## src/rtl/gpio_in_pkg.sv

```systemverilog
// Shared widths and default timing for the GPIO input conditioner.
// The switch/key bit order here defines the packed gpio_in layout.
package gpio_in_pkg;

    localparam int SW_W   = 18;
    localparam int KEY_W  = 4;
    localparam int GPIO_W = 32;
    localparam int DB_W   = SW_W + KEY_W;
    localparam int CNT_W  = 4;

    localparam int TICK_CYCLES_DEF  = 50000;
    localparam int STABLE_TICKS_DEF = 8;

    // Debounced levels while in reset: switches off, keys released (active-low).
    localparam logic [DB_W-1:0] DB_RESET = {{KEY_W{1'b1}}, {SW_W{1'b0}}};

endpackage

```

## src/rtl/debounce_bit.sv

```systemverilog
// One conditioned input bit: 2-flop synchronizer, then a tick-driven
// mismatch counter that accepts a new level only after STABLE_TICKS ticks.
module debounce_bit
    import gpio_in_pkg::*;
#(
    parameter int   STABLE_TICKS = STABLE_TICKS_DEF,
    parameter logic RESET_VAL    = 1'b0
) (
    input  logic clk,
    input  logic rst_n,
    input  logic tick,
    input  logic raw,
    output logic db
);

    localparam logic [CNT_W-1:0] CNT_MAX = CNT_W'(STABLE_TICKS - 1);

    logic [1:0]       sync_q;
    logic [CNT_W-1:0] cnt;
    logic             synced;

    assign synced = sync_q[1];

    // Any bounce back to the accepted level on a tick restarts the count.
    always_ff @(posedge clk or negedge rst_n) begin
        if (!rst_n) begin
            sync_q <= {2{RESET_VAL}};
            cnt    <= '0;
            db     <= RESET_VAL;
        end else begin
            sync_q <= {sync_q[0], raw};
            if (tick) begin
                if (synced == db) begin
                    cnt <= '0;
                end else if (cnt >= CNT_MAX) begin
                    db  <= synced;
                    cnt <= '0;
                end else begin
                    cnt <= cnt + 1'b1;
                end
            end
        end
    end

endmodule

```

## src/rtl/gpio_input_conditioner.sv

```systemverilog
// Debounces the board switches and keys onto a shared sample tick and
// packs them for the CPU, with per-key press strobes and sticky event flags.
module gpio_input_conditioner
    import gpio_in_pkg::*;
#(
    parameter int TICK_CYCLES  = TICK_CYCLES_DEF,
    parameter int STABLE_TICKS = STABLE_TICKS_DEF
) (
    input  logic              clk,
    input  logic              rst_n,
    input  logic [SW_W-1:0]   sw,
    input  logic [KEY_W-1:0]  key,
    output logic [GPIO_W-1:0] gpio_in,
    output logic [KEY_W-1:0]  key_press,
    output logic [KEY_W-1:0]  key_event,
    input  logic [KEY_W-1:0]  event_clr,
    output logic              changed
);

    localparam int PRE_W = (TICK_CYCLES > 1) ? $clog2(TICK_CYCLES) : 1;
    localparam logic [PRE_W-1:0] PRE_MAX = PRE_W'(TICK_CYCLES - 1);

    logic [PRE_W-1:0] pre_cnt;
    logic             tick;
    logic [DB_W-1:0]  raw;
    logic [DB_W-1:0]  db;
    logic [DB_W-1:0]  db_prev;
    logic [SW_W-1:0]  sw_db;
    logic [KEY_W-1:0] key_db;
    logic [KEY_W-1:0] key_db_prev;

    assign tick        = (pre_cnt == PRE_MAX);
    assign raw         = {key, sw};
    assign sw_db       = db[SW_W-1:0];
    assign key_db      = db[DB_W-1:SW_W];
    assign key_db_prev = db_prev[DB_W-1:SW_W];

    always_ff @(posedge clk or negedge rst_n) begin
        if (!rst_n) begin
            pre_cnt <= '0;
        end else if (tick) begin
            pre_cnt <= '0;
        end else begin
            pre_cnt <= pre_cnt + 1'b1;
        end
    end

    for (genvar i = 0; i < DB_W; i++) begin : g_bit
        debounce_bit #(
            .STABLE_TICKS (STABLE_TICKS),
            .RESET_VAL    (DB_RESET[i])
        ) u_db (
            .clk   (clk),
            .rst_n (rst_n),
            .tick  (tick),
            .raw   (raw[i]),
            .db    (db[i])
        );
    end

    // key_press and changed are single-cycle strobes with no back-pressure;
    // db_prev resets to the db reset levels so reset release never strobes.
    always_ff @(posedge clk or negedge rst_n) begin
        if (!rst_n) begin
            db_prev   <= DB_RESET;
            gpio_in   <= '0;
            key_press <= '0;
            key_event <= '0;
            changed   <= 1'b0;
        end else begin
            db_prev   <= db;
            gpio_in   <= {{(GPIO_W - DB_W){1'b0}}, ~key_db, sw_db};
            key_press <= key_db_prev & ~key_db;
            key_event <= (key_event & ~event_clr) | key_press;
            changed   <= |(db ^ db_prev);
        end
    end

endmodule

```

## config.mk

```make
export PLATFORM = sky130hd
export DESIGN_NAME = gpio_input_conditioner
export DESIGN_NICKNAME = d
export VERILOG_FILES = /design/src/rtl/gpio_in_pkg.sv /design/src/rtl/debounce_bit.sv /design/src/rtl/gpio_input_conditioner.sv
export SDC_FILE = /design/constraint.sdc
export NUM_CORES = 1
export LEC_CHECK = 0
export BUFFER_PORTS_ARGS = -buffer_cell sky130_fd_sc_hd__buf_2
export CAP_MARGIN = 20
export CORE_UTILIZATION = 49
export CTS_CLUSTER_SIZE = 20
export DETAILED_ROUTE_END_ITERATION = 10
export HOLD_SLACK_MARGIN = 0.06
export PLACE_DENSITY = 0.78
export SLEW_MARGIN = 10
export SYNTH_ARGS = -nofsm -noshare
export SYNTH_HDL_FRONTEND = slang
export SYNTH_SLANG_ARGS = --single-unit
export TNS_END_PERCENT = 5
```

## constraint.sdc

```tcl
create_clock -name clk -period 1.76 [get_ports clk]
set_input_delay 0.176 -clock clk [delete_from_list [all_inputs] [get_ports clk]]
set_output_delay 0.176 -clock clk [all_outputs]
set_load 0.02 [all_outputs]
```

==> impl_metrics.tcl <==
set metrics [dict create \
    status "finished with violations" \
    violations "negative setup slack" \
    die_w_um 133 \
    vias 5754 \
    hold_class "primary input to asynchronous set/reset pin" \
    yosysWarnings 0 \
    nets 904 \
    via_per_inst 5.31 \
    seq_area_frac_synth_pct 61.2 \
    slew_violations 0 \
    port_buffers 58 \
    start_kind "register" \
    drv_cap 0 \
    final_cell_mix "dfrtp_1 (189), nand2_1 (93), a21oi_1 (59)" \
    regToRegEndpoint "g_bit[12].u_db.cnt[2]" \
    grt.overflow.total 0 \
    crit_chain "nor4b_4 > buf_4 > nand4_1 > or3_4 > o21ai_2" \
    initial_core_util_pct 50.4 \
    async_reset_ff_share_pct 100 \
    fin_crit_ns 1.80 \
    row_count 47 \
    r2r_cells 5 \
    synth.avg_cell_area_sq_um 11.5 \
    reg2reg_from "pre_cnt[11]" \
    hpwl_um 10000 \
    whs_ns 0.188 \
    worst_slack_ns -0.0444 \
    min_period_over_period_pct 103 \
    ant_nets 0 \
    syn2layout_area_growth_pct 27.4 \
    drt-initial-drc-count 325 \
    fin_skew_ns 0.0257 \
    firstDrtPassIters 5 \
    crit_family "simple AND/OR/NAND/NOR gates" \
    syn-instance-count 729 \
    path_class "register to register" \
    rsz0062_at_grt "yes" \
    critPathMaxStageDelay_ns 0.47 \
    diodes 0 \
    path_buf_inv 1 \
    grt_pass1_wl_um 29000 \
    routed_wirelength_um 16900 \
    p_per_area_mw_per_mm2 907 \
    crit_required_ns 2.20 \
    grt_pass1_vias 5857 \
    syn_area_sq_mm 0.00841 \
    irDropWorstVdd_v 0.000824 \
    groute.usage.overall_pct 20.2 \
    cp_max_fo 4 \
    pre_cts_slack_ns -0.0625 \
    drc 0 \
    synth-edff-count 0 \
    clockRootBuffer "clkbuf_16" \
    antenna_found_initial 0 \
    leakagePower_nw 5.39 \
    grt_max_degree 52 \
    cts_buffers 22 \
    final_hold_viol_count 0 \
    end_kind "register" \
    reg2reg_slack_ns -0.04 \
    ys_types 36 \
    clkTransAtPathRegs_ns 0.06 \
    cp_slowest_cell "or3_4" \
    fillers 1219 \
    io_pins 69 \
    totalPowerFinal_mw 9.73 \
    core_sq_mm 0.0167 \
    final_common_cell "dfrtp_1" \
    setup_viol 29 \
    wl_per_cell_um 15.6 \
    die_area_sq_mm 0.0177 \
    cts_max_level 1 \
    fmax_mhz 554 \
    clock_latency_ns 0.51 \
    synth-seq-cells 205 \
    cts.sinks 205 \
    die_h_um 133 \
    clockBufferDepth 3 \
    gp_congestion 0.765 \
    drive_gt1_share_pct 27.3 \
    synthFlopType "dfrtp_1" \
    cts_tree "done" \
    critPathArrivalTime_ns 2.25 \
]
## cells in the mapped netlist (3+ instances only)
cell | instances | area, sq um
nor3_1 | 23 | 115
inv_1 | 8 | 30.0
nand4_1 | 28 | 175
dfstp_2 | 16 | 420
nand3_1 | 30 | 150
and3_1 | 3 | 18.8
xor2_1 | 31 | 272
a21o_1 | 24 | 180
mux2_2 | 22 | 248
clkbuf_1 | 7 | 26.3
nor2_1 | 30 | 113
buf_4 | 29 | 218
o21ai_0 | 28 | 140
nand2_1 | 93 | 349
a21oi_1 | 62 | 310
dfrtp_1 | 189 | 4730
buf_2 | 13 | 65.1
xnor2_1 | 20 | 175
ha_1 | 27 | 338
and4_1 | 6 | 52.6
and2_1 | 21 | 131
## power breakdown
group | switching [mW] | internal (mW)
combinational | 0.175 | 0.113
clock | 1.83 | 2.81
sequential | 0.0269 | 4.77
total | 2.03 | 7.70
## worst max-delay path by stage
stage,cells after the start,end,startpoint,slack [ns]
after detailed placement,6,g_bit[15].u_db.cnt[2],pre_cnt[7],-0.06
after global routing,5,g_bit[12].u_db.cnt[0],pre_cnt[11],-0.12
after CTS,7,g_bit[0].u_db.db,pre_cnt[12],-0.03
after global placement,6,g_bit[5].u_db.db,pre_cnt[12],0.001
final,5,g_bit[12].u_db.cnt[2],pre_cnt[11],-0.04
after floorplan,7,g_bit[10].u_db.db,pre_cnt[0],0.02
## area by class of cell
| cell class | count | area, sq um | area share (%) |
|---|---|---|---|
| Inverter | 8 | 30.0 | 0.280 |
| Tap cell | 220 | 275 | 2.57 |
| Timing Repair Buffer | 138 | 1180 | 11.0 |
| Clock buffer | 31 | 634 | 5.92 |
| Sequential cell | 205 | 5150 | 48.0 |
| Multi-Input combinational cell | 474 | 3350 | 31.2 |
| Clock inverter | 8 | 105 | 0.980 |
## flip-flops by register name, summed over array words and instances (netlist names)
name	count
g_bit.u_db.cnt	88
g_bit.u_db.sync_q	44
db_prev	22
g_bit.u_db.db	22
pre_cnt	16
gpio_in	4
key_event	4
key_press	4
changed	1
## cells by family (layout without fill, tap and decap cells)
group	after synthesis	in the layout	synth area share, %
xor gates and xnor gates	51	51	5.31
adders and majority gates	27	27	4.01
and+or+nand+nor	245	245	14.4
other	1	10	0.0446
AOI/OAI and AO/OA	117	117	7.70
DFF	205	205	61.2
muxes	24	24	3.20
buffers and inverters	59	185	4.12
## per-layer routing
metal / routed length [um] / track usage [%]
met3: 822 / 3.45
met1: 7180 / 27.1
met2: 8540 / 34.3
met5: 0 / 0
met4: 361 / 5.11
## metrics by stage
stage / cell area [sq um] / util (%) / setup TNS [ns] / cells
2_1_floorplan: 8470 / - / 0 / 738
3_3_place_gp: 9140 / 54.7 / 0 / 1010
3_5_place_dp: 9140 / 54.7 / -0.369 / 1010
4_1_cts: 10600 / 63.3 / -0.213 / 1084
5_1_grt: 10700 / 64.2 / -5.28 / 1084
6_report: 10700 / 64.2 / -0.346 / 1084
## repair_timing
item | 4_1_cts | 5_1_grt
resized for setup | 74 | 37
pin swaps | 17 | 15
hold endpoints to repair | 204 | 0
setup endpoints to repair | 40 | 98
hold buffers | 27 | 0
setup buffers | 4 | 0
gates cloned | 4 | 0
Power figures use the tool's default switching activity.
